$ cat src/rtl/uart_line_loader_pkg.sv
// Shared types and constants for the UART framebuffer line loader.
// State encodings, protocol characters and geometry defaults.
package uart_line_loader_pkg;

  typedef enum logic [2:0] {
    S_IDLE,
    S_ROW_HI,
    S_ROW_LO,
    S_DATA_HI,
    S_DATA_LO,
    S_WAIT_EOL,
    S_DROP
  } state_e;

  localparam logic [7:0] CH_L  = 8'h4C;
  localparam logic [7:0] CH_LF = 8'h0A;
  localparam logic [7:0] CH_CR = 8'h0D;

  localparam int ROWS_DEF   = 32;
  localparam int BPR_DEF    = 128;
  localparam int ADDR_W_DEF = 12;

endpackage

$ cat src/rtl/uart_line_loader_hex.sv
// Combinational ASCII classifier: decimal digit, hex digit, nibble value.
// Shared by the row-number and data-byte states of the loader.
module ascii_hex_decode (
  input  logic [7:0] byte_in,
  output logic       is_hex,
  output logic       is_digit,
  output logic [3:0] nibble
);

  logic is_lc;
  logic is_uc;

  always_comb begin
    is_digit = (byte_in >= 8'h30) && (byte_in <= 8'h39);
    is_lc    = (byte_in >= 8'h61) && (byte_in <= 8'h66);
    is_uc    = (byte_in >= 8'h41) && (byte_in <= 8'h46);
    is_hex   = is_digit || is_lc || is_uc;
    // 'a'/'A' have low nibble 1, so +9 yields 10..15
    nibble   = is_digit ? byte_in[3:0] : byte_in[3:0] + 4'd9;
  end

endmodule

$ cat src/rtl/uart_line_loader.sv
// Parses "L<rr><hex pairs>\n" lines from the UART byte stream
// into single-byte writes on framebuffer RAM port A.
module uart_line_loader
  import uart_line_loader_pkg::*;
#(
  parameter int ROWS          = ROWS_DEF,
  parameter int BYTES_PER_ROW = BPR_DEF,
  parameter int ADDR_WIDTH    = ADDR_W_DEF
) (
  input  logic                  clk_in,
  input  logic                  reset,
  input  logic [7:0]            rx_data,
  input  logic                  rx_valid,
  output logic [7:0]            ram_data_out,
  output logic [ADDR_WIDTH-1:0] ram_address,
  output logic                  ram_write_enable,
  output logic                  ram_clk_enable,
  output logic                  line_done,
  output logic                  line_error,
  output logic                  busy
);

  localparam int RW = $clog2(ROWS);
  localparam int BW = $clog2(BYTES_PER_ROW);
  localparam logic [BW-1:0] LAST_IDX = BW'(BYTES_PER_ROW - 1);

  state_e                state_q, state_d;
  logic [RW-1:0]         row_q, row_d;
  logic [BW-1:0]         idx_q, idx_d;
  logic [3:0]            hi_q, hi_d;
  logic [3:0]            nib_q, nib_d;
  logic [7:0]            data_q, data_d;
  logic [ADDR_WIDTH-1:0] addr_q, addr_d;
  logic                  we_q, we_d;
  logic                  done_q, done_d;
  logic                  err_q, err_d;

  logic       is_hex;
  logic       is_digit;
  logic [3:0] nibble;
  logic [6:0] row_val;
  logic       take;

  ascii_hex_decode u_dec (
    .byte_in  (rx_data),
    .is_hex   (is_hex),
    .is_digit (is_digit),
    .nibble   (nibble)
  );

  assign row_val = {hi_q, 3'b000}
                 + {2'b00, hi_q, 1'b0}
                 + {3'b000, nibble};

  // CR is transparent everywhere except while discarding
  assign take = rx_valid
             && (state_q == S_DROP || rx_data != CH_CR);

  always_comb begin
    state_d = state_q;
    row_d   = row_q;
    idx_d   = idx_q;
    hi_d    = hi_q;
    nib_d   = nib_q;
    data_d  = data_q;
    addr_d  = addr_q;
    we_d    = 1'b0;
    done_d  = 1'b0;
    err_d   = 1'b0;
    if (take) begin
      unique case (state_q)
        S_IDLE: begin
          if (rx_data == CH_L) state_d = S_ROW_HI;
        end
        S_ROW_HI: begin
          if (is_digit) begin
            hi_d    = nibble;
            state_d = S_ROW_LO;
          end else begin
            err_d   = 1'b1;
            state_d = S_DROP;
          end
        end
        S_ROW_LO: begin
          if (is_digit && row_val < 7'(ROWS)) begin
            row_d   = row_val[RW-1:0];
            idx_d   = '0;
            state_d = S_DATA_HI;
          end else begin
            err_d   = 1'b1;
            state_d = S_DROP;
          end
        end
        S_DATA_HI: begin
          if (rx_data == CH_LF) begin
            done_d  = 1'b1;
            state_d = S_IDLE;
          end else if (is_hex) begin
            nib_d   = nibble;
            state_d = S_DATA_LO;
          end else begin
            err_d   = 1'b1;
            state_d = S_DROP;
          end
        end
        S_DATA_LO: begin
          if (is_hex) begin
            data_d  = {nib_q, nibble};
            addr_d  = ADDR_WIDTH'({row_q, idx_q});
            we_d    = 1'b1;
            idx_d   = idx_q + BW'(1);
            state_d = (idx_q == LAST_IDX)
                    ? S_WAIT_EOL : S_DATA_HI;
          end else begin
            err_d   = 1'b1;
            state_d = S_DROP;
          end
        end
        S_WAIT_EOL: begin
          if (rx_data == CH_LF) begin
            done_d  = 1'b1;
            state_d = S_IDLE;
          end else begin
            err_d   = 1'b1;
            state_d = S_DROP;
          end
        end
        S_DROP: begin
          if (rx_data == CH_LF) state_d = S_IDLE;
        end
        default: state_d = S_IDLE;
      endcase
    end
  end

  always_ff @(posedge clk_in) begin
    if (reset) begin
      state_q <= S_IDLE;
      row_q   <= '0;
      idx_q   <= '0;
      hi_q    <= '0;
      nib_q   <= '0;
      data_q  <= '0;
      addr_q  <= '0;
      we_q    <= 1'b0;
      done_q  <= 1'b0;
      err_q   <= 1'b0;
    end else begin
      state_q <= state_d;
      row_q   <= row_d;
      idx_q   <= idx_d;
      hi_q    <= hi_d;
      nib_q   <= nib_d;
      data_q  <= data_d;
      addr_q  <= addr_d;
      we_q    <= we_d;
      done_q  <= done_d;
      err_q   <= err_d;
    end
  end

  assign ram_data_out     = data_q;
  assign ram_address      = addr_q;
  assign ram_write_enable = we_q;
  assign ram_clk_enable   = we_q;
  assign line_done        = done_q;
  assign line_error       = err_q;
  assign busy             = (state_q != S_IDLE);

endmodule
$ cat config.mk
export PLATFORM = sky130hd
export DESIGN_NAME = uart_line_loader
export DESIGN_NICKNAME = d
export VERILOG_FILES = /design/src/rtl/uart_line_loader_pkg.sv /design/src/rtl/uart_line_loader_hex.sv /design/src/rtl/uart_line_loader.sv
export SDC_FILE = /design/constraint.sdc
export NUM_CORES = 1
export LEC_CHECK = 0
export ABC_AREA = 1
export CAP_MARGIN = 20
export CORE_UTILIZATION = 45
export DETAILED_ROUTE_END_ITERATION = 7
export PLACE_DENSITY_LB_ADDON = 0.05
export SLEW_MARGIN = 20
export SYNTH_ARGS = -nofsm -noshare
export SYNTH_HDL_FRONTEND = slang
export SYNTH_SLANG_ARGS = --single-unit
$ cat constraint.sdc
create_clock -name clk_in -period 2.9 [get_ports clk_in]
set_input_delay 0.29 -clock clk_in [delete_from_list [all_inputs] [get_ports clk_in]]
set_output_delay 0.29 -clock clk_in [all_outputs]
set_load 0.005 [all_outputs]
==> flow_summary.yaml, run 1 <==
status:
  status: "finished, final reports clean"
timing:
  hold_viol: 0
  rsz0062_at_grt: "yes"
  worstMarginPinSlew_ns: 0.5111
  setup_slack_ns: 0.05926
  hold_ws_ns: 0.3602
  finClkSkew_ns: 0.002621
  slew_viol_final: 0
  finalCritPeriodShare: 0.9796
  setup_viol: 0
  min_period_ns: 2.841
  max_freq_mhz: 352.0
  totalNegativeSetupSlack_ns: 0
  slew_headroom: 0.6583
pwr:
  power_mw: 1.281
  vdd.ir_drop.worst_uv: 213.6
  leakagePower_nw: 1.450
  powerDensity_nw_per_um2: 359.0
placement:
  placed_cell_area_um2: 3157
  pre_cts_ws_ns: -0.8216
  finalWeightedCongestion: 0.8251
  dp_cells: 469
  hpwl_um: 4276
  port-buffer-count: 35
synthesis:
  yosys_register_bits: 46
  synth_compound_area_frac: 0.1387
  netlist-cell-type-count: 30
  synth_cells: 346
  avgSynthCellArea_um2: 7.167
  synth_common_cells: "nand2_1 (66), dfxtp_1 (46), a21oi_1 (44)"
  yosysSeqAreaShare: 0.3713
  yosys.area_share.xor_xnor: 0.02472
  synth_nets: 372
  ys_warn_count: 0
  synth_edf_count: 0
  synth_most_common_cell: "nand2_1"
  synthFlopType: "dfxtp_1"
  synth-async-reset-ratio: 0
  synth_mux_area_frac: 0
  synthTopCellsByArea: "dfxtp_1 (37%), nand2_1 (10%), a21oi_1 (8.9%)"
  syn-cell-area_um2: 2480
  yosysTopAreaCellShare: 0.3713
  synth_area_leader_cell: "dfxtp_1"
  synth-simple-area-share: 0.2977
  synth_top_family_by_area: "simple AND/OR/NAND/NOR gates"
  synth-adder-area-share: 0.08174
clocking:
  cts_tree: "built"
  cts_inserted_buffers: 5
  cts.sinks: 46
  clk_pin_slew_ns: 0.09
  root_buffer: "clkbuf_8"
  postCtsHoldBufs: 0
  h-tree-depth: 2
  clock_latency_ns: 0.31
  clockBufferDepth: 2
setup_path:
  critPathKind: "in2reg"
  crit_arrival_ns: 3.09
  path_delay_family: "simple AND/OR/NAND/NOR gates"
  rrSetupSlack_ns: 0.46
  crit_slowest_cell: "fa_1"
  cp_num_buf_inv: 4
  worstPathCellList: "clkdlybuf4s15_1 > inv_2 > nand2_4 > nor2_4 > nand3_4 > nand2_4 > xor2_2 > inv_2 > fa_1 > fa_2 > nand3b_1 > nand2_1 > nand2_2 > nand2_4 > nand4_1 > nor2_1 > buf_4 > o21ai_2 > nor2_1"
  path_max_fanout: 5
  crit_path_start_kind: "input port"
  path_common_cell: "nand2_4"
  required_ns: 3.15
  end_kind: "register"
  cpPeakStageDelay_ns: 0.50
grt:
  antenna_found_initial: 0
  grt_max_degree: 30
  grt_util_all_layers: 0.2337
  grt_overflow: 0
  grt_pass1_wl_um: 10990
  grt_pass1_vias: 2443
floorplanning:
  row_count: 26
  die_h_um: 76.24
  start_util: 0.4764
  die_width_um: 76.24
  die_area_um2: 5812
  io_pins: 36
  core_area_um2: 5205
final_layout:
  fin_area_um2: 3568
  layout.cells.non_filler: 497
  drive_gt1_frac: 0.2670
  diodes: 0
  utilization: 0.6856
  area_growth_pct: 43.89
  nets: 452
route:
  dr.pass1.iters: 5
  wl_per_cell_um: 12.77
  routed-via-count: 2547
  wl_um: 6345
  ant_nets: 0
  routed_via_density: 5.125
  drt_iter0_drc: 138
  route.detailed.drc: 0
worst_hold_path:
  hp-class: "in2reg"
run:
  drv_cap: 0
## worst reg2reg max path, cell delays in order (launching register included)
cell,delay (ns)
dfxtp_1,0.37
inv_1,0.08
fa_1,0.53
fa_2,0.38
nand3b_1,0.19
nand2_1,0.11
nand2_2,0.08
nand2_4,0.08
nand4_1,0.11
nor2_1,0.13
buf_4,0.17
o21ai_2,0.06
nor2_1,0.10
## state kept, by name, indices dropped and copies added, names as in the netlist
name,flops
hi_q,4
line_error,1
state_q,3
ram_address,12
line_done,1
idx_q,7
nib_q,4
ram_data_out,8
row_q,5
ram_clk_enable,1
## cells by family after synthesis
logic type / after synthesis
AND/OR/NAND/NOR: 163
AO/OA/AOI/OAI: 65
buffers and inverters: 50
flip-flops: 46
adder cells (fa/ha/maj): 15
XOR/XNOR: 7
## power breakdown
part,internal [mW],leakage (nW),switching [mW]
clock network,0.259,0.0585,0.234
logic,0.0759,1.02,0.0814
registers,0.631,0.370,0.0000412
total,0.965,1.45,0.316
## per-layer routing
metal	track usage	share of wire	vias up	wire length, µm
li1	-	-	1299	-
met1	0.3045	0.47	1168	2962
met2	0.3739	0.47	67	2972
met3	0.03832	0.043	13	276
met4	0.1154	0.021	0	133
met5	0	0	-	0
## cells in the final DEF (no fill, tap or decap), types with 3 or more instances in the layout
| cell | instances |
|---|---|
| nand2_4 | 4 |
| clkbuf_8 | 5 |
| nand3_4 | 3 |
| ha_4 | 4 |
| inv_1 | 29 |
| nand2_1 | 55 |
| nand4_1 | 9 |
| a21oi_2 | 6 |
| ha_1 | 8 |
| nor2_1 | 35 |
| o21ai_0 | 12 |
| dlygate4sd2_1 | 4 |
| nand3_1 | 34 |
| clkdlybuf4s50_1 | 27 |
| dfxtp_1 | 46 |
| buf_4 | 48 |
| nor2_4 | 3 |
| o21ai_2 | 4 |
| a21oi_1 | 39 |
| xor2_1 | 5 |
| inv_2 | 6 |
| nand2_2 | 9 |
## repair_timing
| item | in CTS | in global routing |
|---|---|---|
| gates resized for setup | 37 | 28 |
| pin swaps | 24 | 17 |
| setup endpoints to repair | 15 | 16 |
| buffers inserted | 19 | 2 |
## area by class of cell
type                            count  area (µm²)
Timing Repair Buffer               84       735.7
Fill cell                         450        1637
Tap cell                           70       87.58
Multi-Input combinational cell    250        1548
Clock buffer                        5       68.82
Sequential cell                    46       920.9
Inverter                           39       163.9
Clock inverter                      3       43.79
## worst paths after layout
path | from | endpoint | cells past startpoint
setup / recovery | rx_data[6] | row_q[1] | 19
hold / removal | rx_data[0] | hi_q[0] | 4
setup reg to reg | hi_q[0] | row_q[1] | 12
hold reg to reg | ram_data_out[7] | ram_data_out[7] | 2
No activity file was read; power rests on OpenSTA's default activity.
==> run 2: changes to the inputs <==
Settings changed: CAP_MARGIN 20 to not set.
Clock period 2.9 ns to 3.67 ns, I/O delays scaled along.
==> run 2 against run 1 <==
  * Worst setup slack better by 0.23 ns
  * Critical path type unchanged
  * Clock-buffer cell count up 1
  * Critical path depth up 3
  * Non-clock buffer count down 28
  * Largest power group unchanged
  * Critical endpoint is now idx_q[3]
  * Largest cell class unchanged
  * Die area unchanged
==> flow_summary.yaml, run 2 (synthesis results as in run 1) <==
worst_hold_path:
  hp-class: "reg2reg"
  min_path_cells: 2
floorplanning:
  row_count: 26
  die_h_um: 76.24
  io_pins: 36
  start_util: 0.4764
  die_width_um: 76.24
  die_area_um2: 5812
  core_area_um2: 5205
clocking:
  clockBufferDepth: 2
  cts_tree: "built"
  cts.sinks: 46
  root_buffer: "clkbuf_8"
  clock_latency_ns: 0.30
  postCtsHoldBufs: 0
  clk_pin_slew_ns: 0.09
  h-tree-depth: 2
  cts_inserted_buffers: 5
timing:
  hold_ws_ns: 0.4653
  slew_headroom: 0.6579
  worstMarginPinSlew_ns: 0.5117
  finalCritPeriodShare: 0.9199
  finClkSkew_ns: 0.007421
  hold_viol: 0
  max_freq_mhz: 296.2
  slew_viol_final: 0
  totalNegativeSetupSlack_ns: 0
  min_period_ns: 3.376
  setup_slack_ns: 0.2941
  setup_viol: 0
final_layout:
  largest_reg_flops: 12
  final_cell_mix: "nand2_1 (60), dfxtp_1 (46), a21oi_1 (42)"
  final_common_cell: "nand2_1"
  fin_area_um2: 3173
  drive_gt1_frac: 0.1504
  area_growth_pct: 27.95
  diodes: 0
  nFillCells: 501
  nets: 424
  utilization: 0.6096
pwr:
  comb_power_share: 0.095
  powerDensity_nw_per_um2: 279.3
  intPower_mw: 0.6690
  power.switching_mw: 0.2172
  p_sw_frac: 0.2451
  clockPowerShare: 0.343
  pwr-share-seq: 0.563
  leakagePower_nw: 1.264
  vdd.ir_drop.worst_uv: 213.7
placement:
  port-buffer-count: 35
  placed_cell_area_um2: 3004
  finalWeightedCongestion: 0.8692
  hpwl_um: 4305
  pre_cts_ws_ns: -0.2144
status:
  status: "finished, final reports clean"
route:
  route.detailed.drc: 0
  dr.pass1.iters: 4
  routed_via_density: 5.023
  wl_um: 5789
  ant_nets: 0
  routed-via-count: 2356
  wl_per_cell_um: 12.34
  drt_iter0_drc: 110
grt:
  antenna_found_initial: 0
  grt_max_degree: 30
  grt_util_all_layers: 0.2076
  grt_pass1_vias: 2277
  grt_overflow: 0
  grt_pass1_wl_um: 9880
setup_path:
  crit_path_start_kind: "input port"
  path_max_fanout: 4
  end_kind: "register"
  reg2regPathDepth: 12
  required_ns: 3.90
  critPathKind: "in2reg"
  crit_arrival_ns: 3.61
run:
  drv_cap: 0
run 2: per-layer routing:
metal | vias to the layer above | track usage | wire length (µm)
li1 | 1237 | - | -
met1 | 1082 | 0.2543 | 2751
met2 | 32 | 0.3712 | 2831
met3 | 5 | 0.03952 | 152
met4 | 0 | 0.05192 | 54
met5 | - | 0 | 0
run 2: timing repair:
action	4_1_cts	5_1_grt
setup buffers	0	1
setup endpoints to repair	0	15
resized for setup	0	21
run 2: final cells by class:
cell class	count	area [µm²]	area share
Multi-Input combinational cell	250	1419	0.4472
Sequential cell	46	920.9	0.2902
Timing Repair Buffer	56	510.5	0.1609
Inverter	39	148.9	0.04692
Tap cell	70	87.58	0.02760
Clock buffer	6	72.57	0.02287
Clock inverter	2	13.76	0.004338
run 2: path summary, 6_finish.rpt:
check                 startpoint        endpoint  slack [ns]
setup / recovery      rx_data[1]        idx_q[3]        0.29
hold / removal    ram_address[1]  ram_address[1]        0.47
hold reg to reg   ram_address[1]  ram_address[1]        0.47
setup reg to reg         hi_q[0]        idx_q[3]        1.28
run 2: worst max-delay path: stages:
cell	delay (ns)
clkdlybuf4s50_1	0.47
inv_1	0.08
ha_1	0.21
nor2_2	0.10
nand2_1	0.07
nand3_2	0.09
nand2_1	0.09
xor2_2	0.18
inv_2	0.07
ha_4	0.26
ha_2	0.17
inv_1	0.06
fa_2	0.38
nand3b_1	0.18
nand2_1	0.08
nand2_1	0.06
nand2_2	0.08
nand3_2	0.12
nand2_4	0.12
buf_4	0.12
nand4_1	0.09
a21oi_2	0.16
run 2: per-stage QoR:
step / std cells / power, mW
2_1_floorplan: 346 / 0.5512
3_3_place_gp: 460 / 0.5909
3_5_place_dp: 460 / 0.5909
4_1_cts: 468 / 0.8928
5_1_grt: 469 / 0.9238
6_report: 469 / 0.8861
run 2: power groups by stage:
stage          combinational [mW]  clock, mW  sequential (mW)
2_1_floorplan              0.0408          0            0.510
3_3_place_gp               0.0805          0            0.510
3_5_place_dp               0.0804          0            0.510
4_1_cts                    0.0808      0.313            0.499
5_1_grt                    0.0938      0.331            0.499
6_report                   0.0839      0.304            0.499
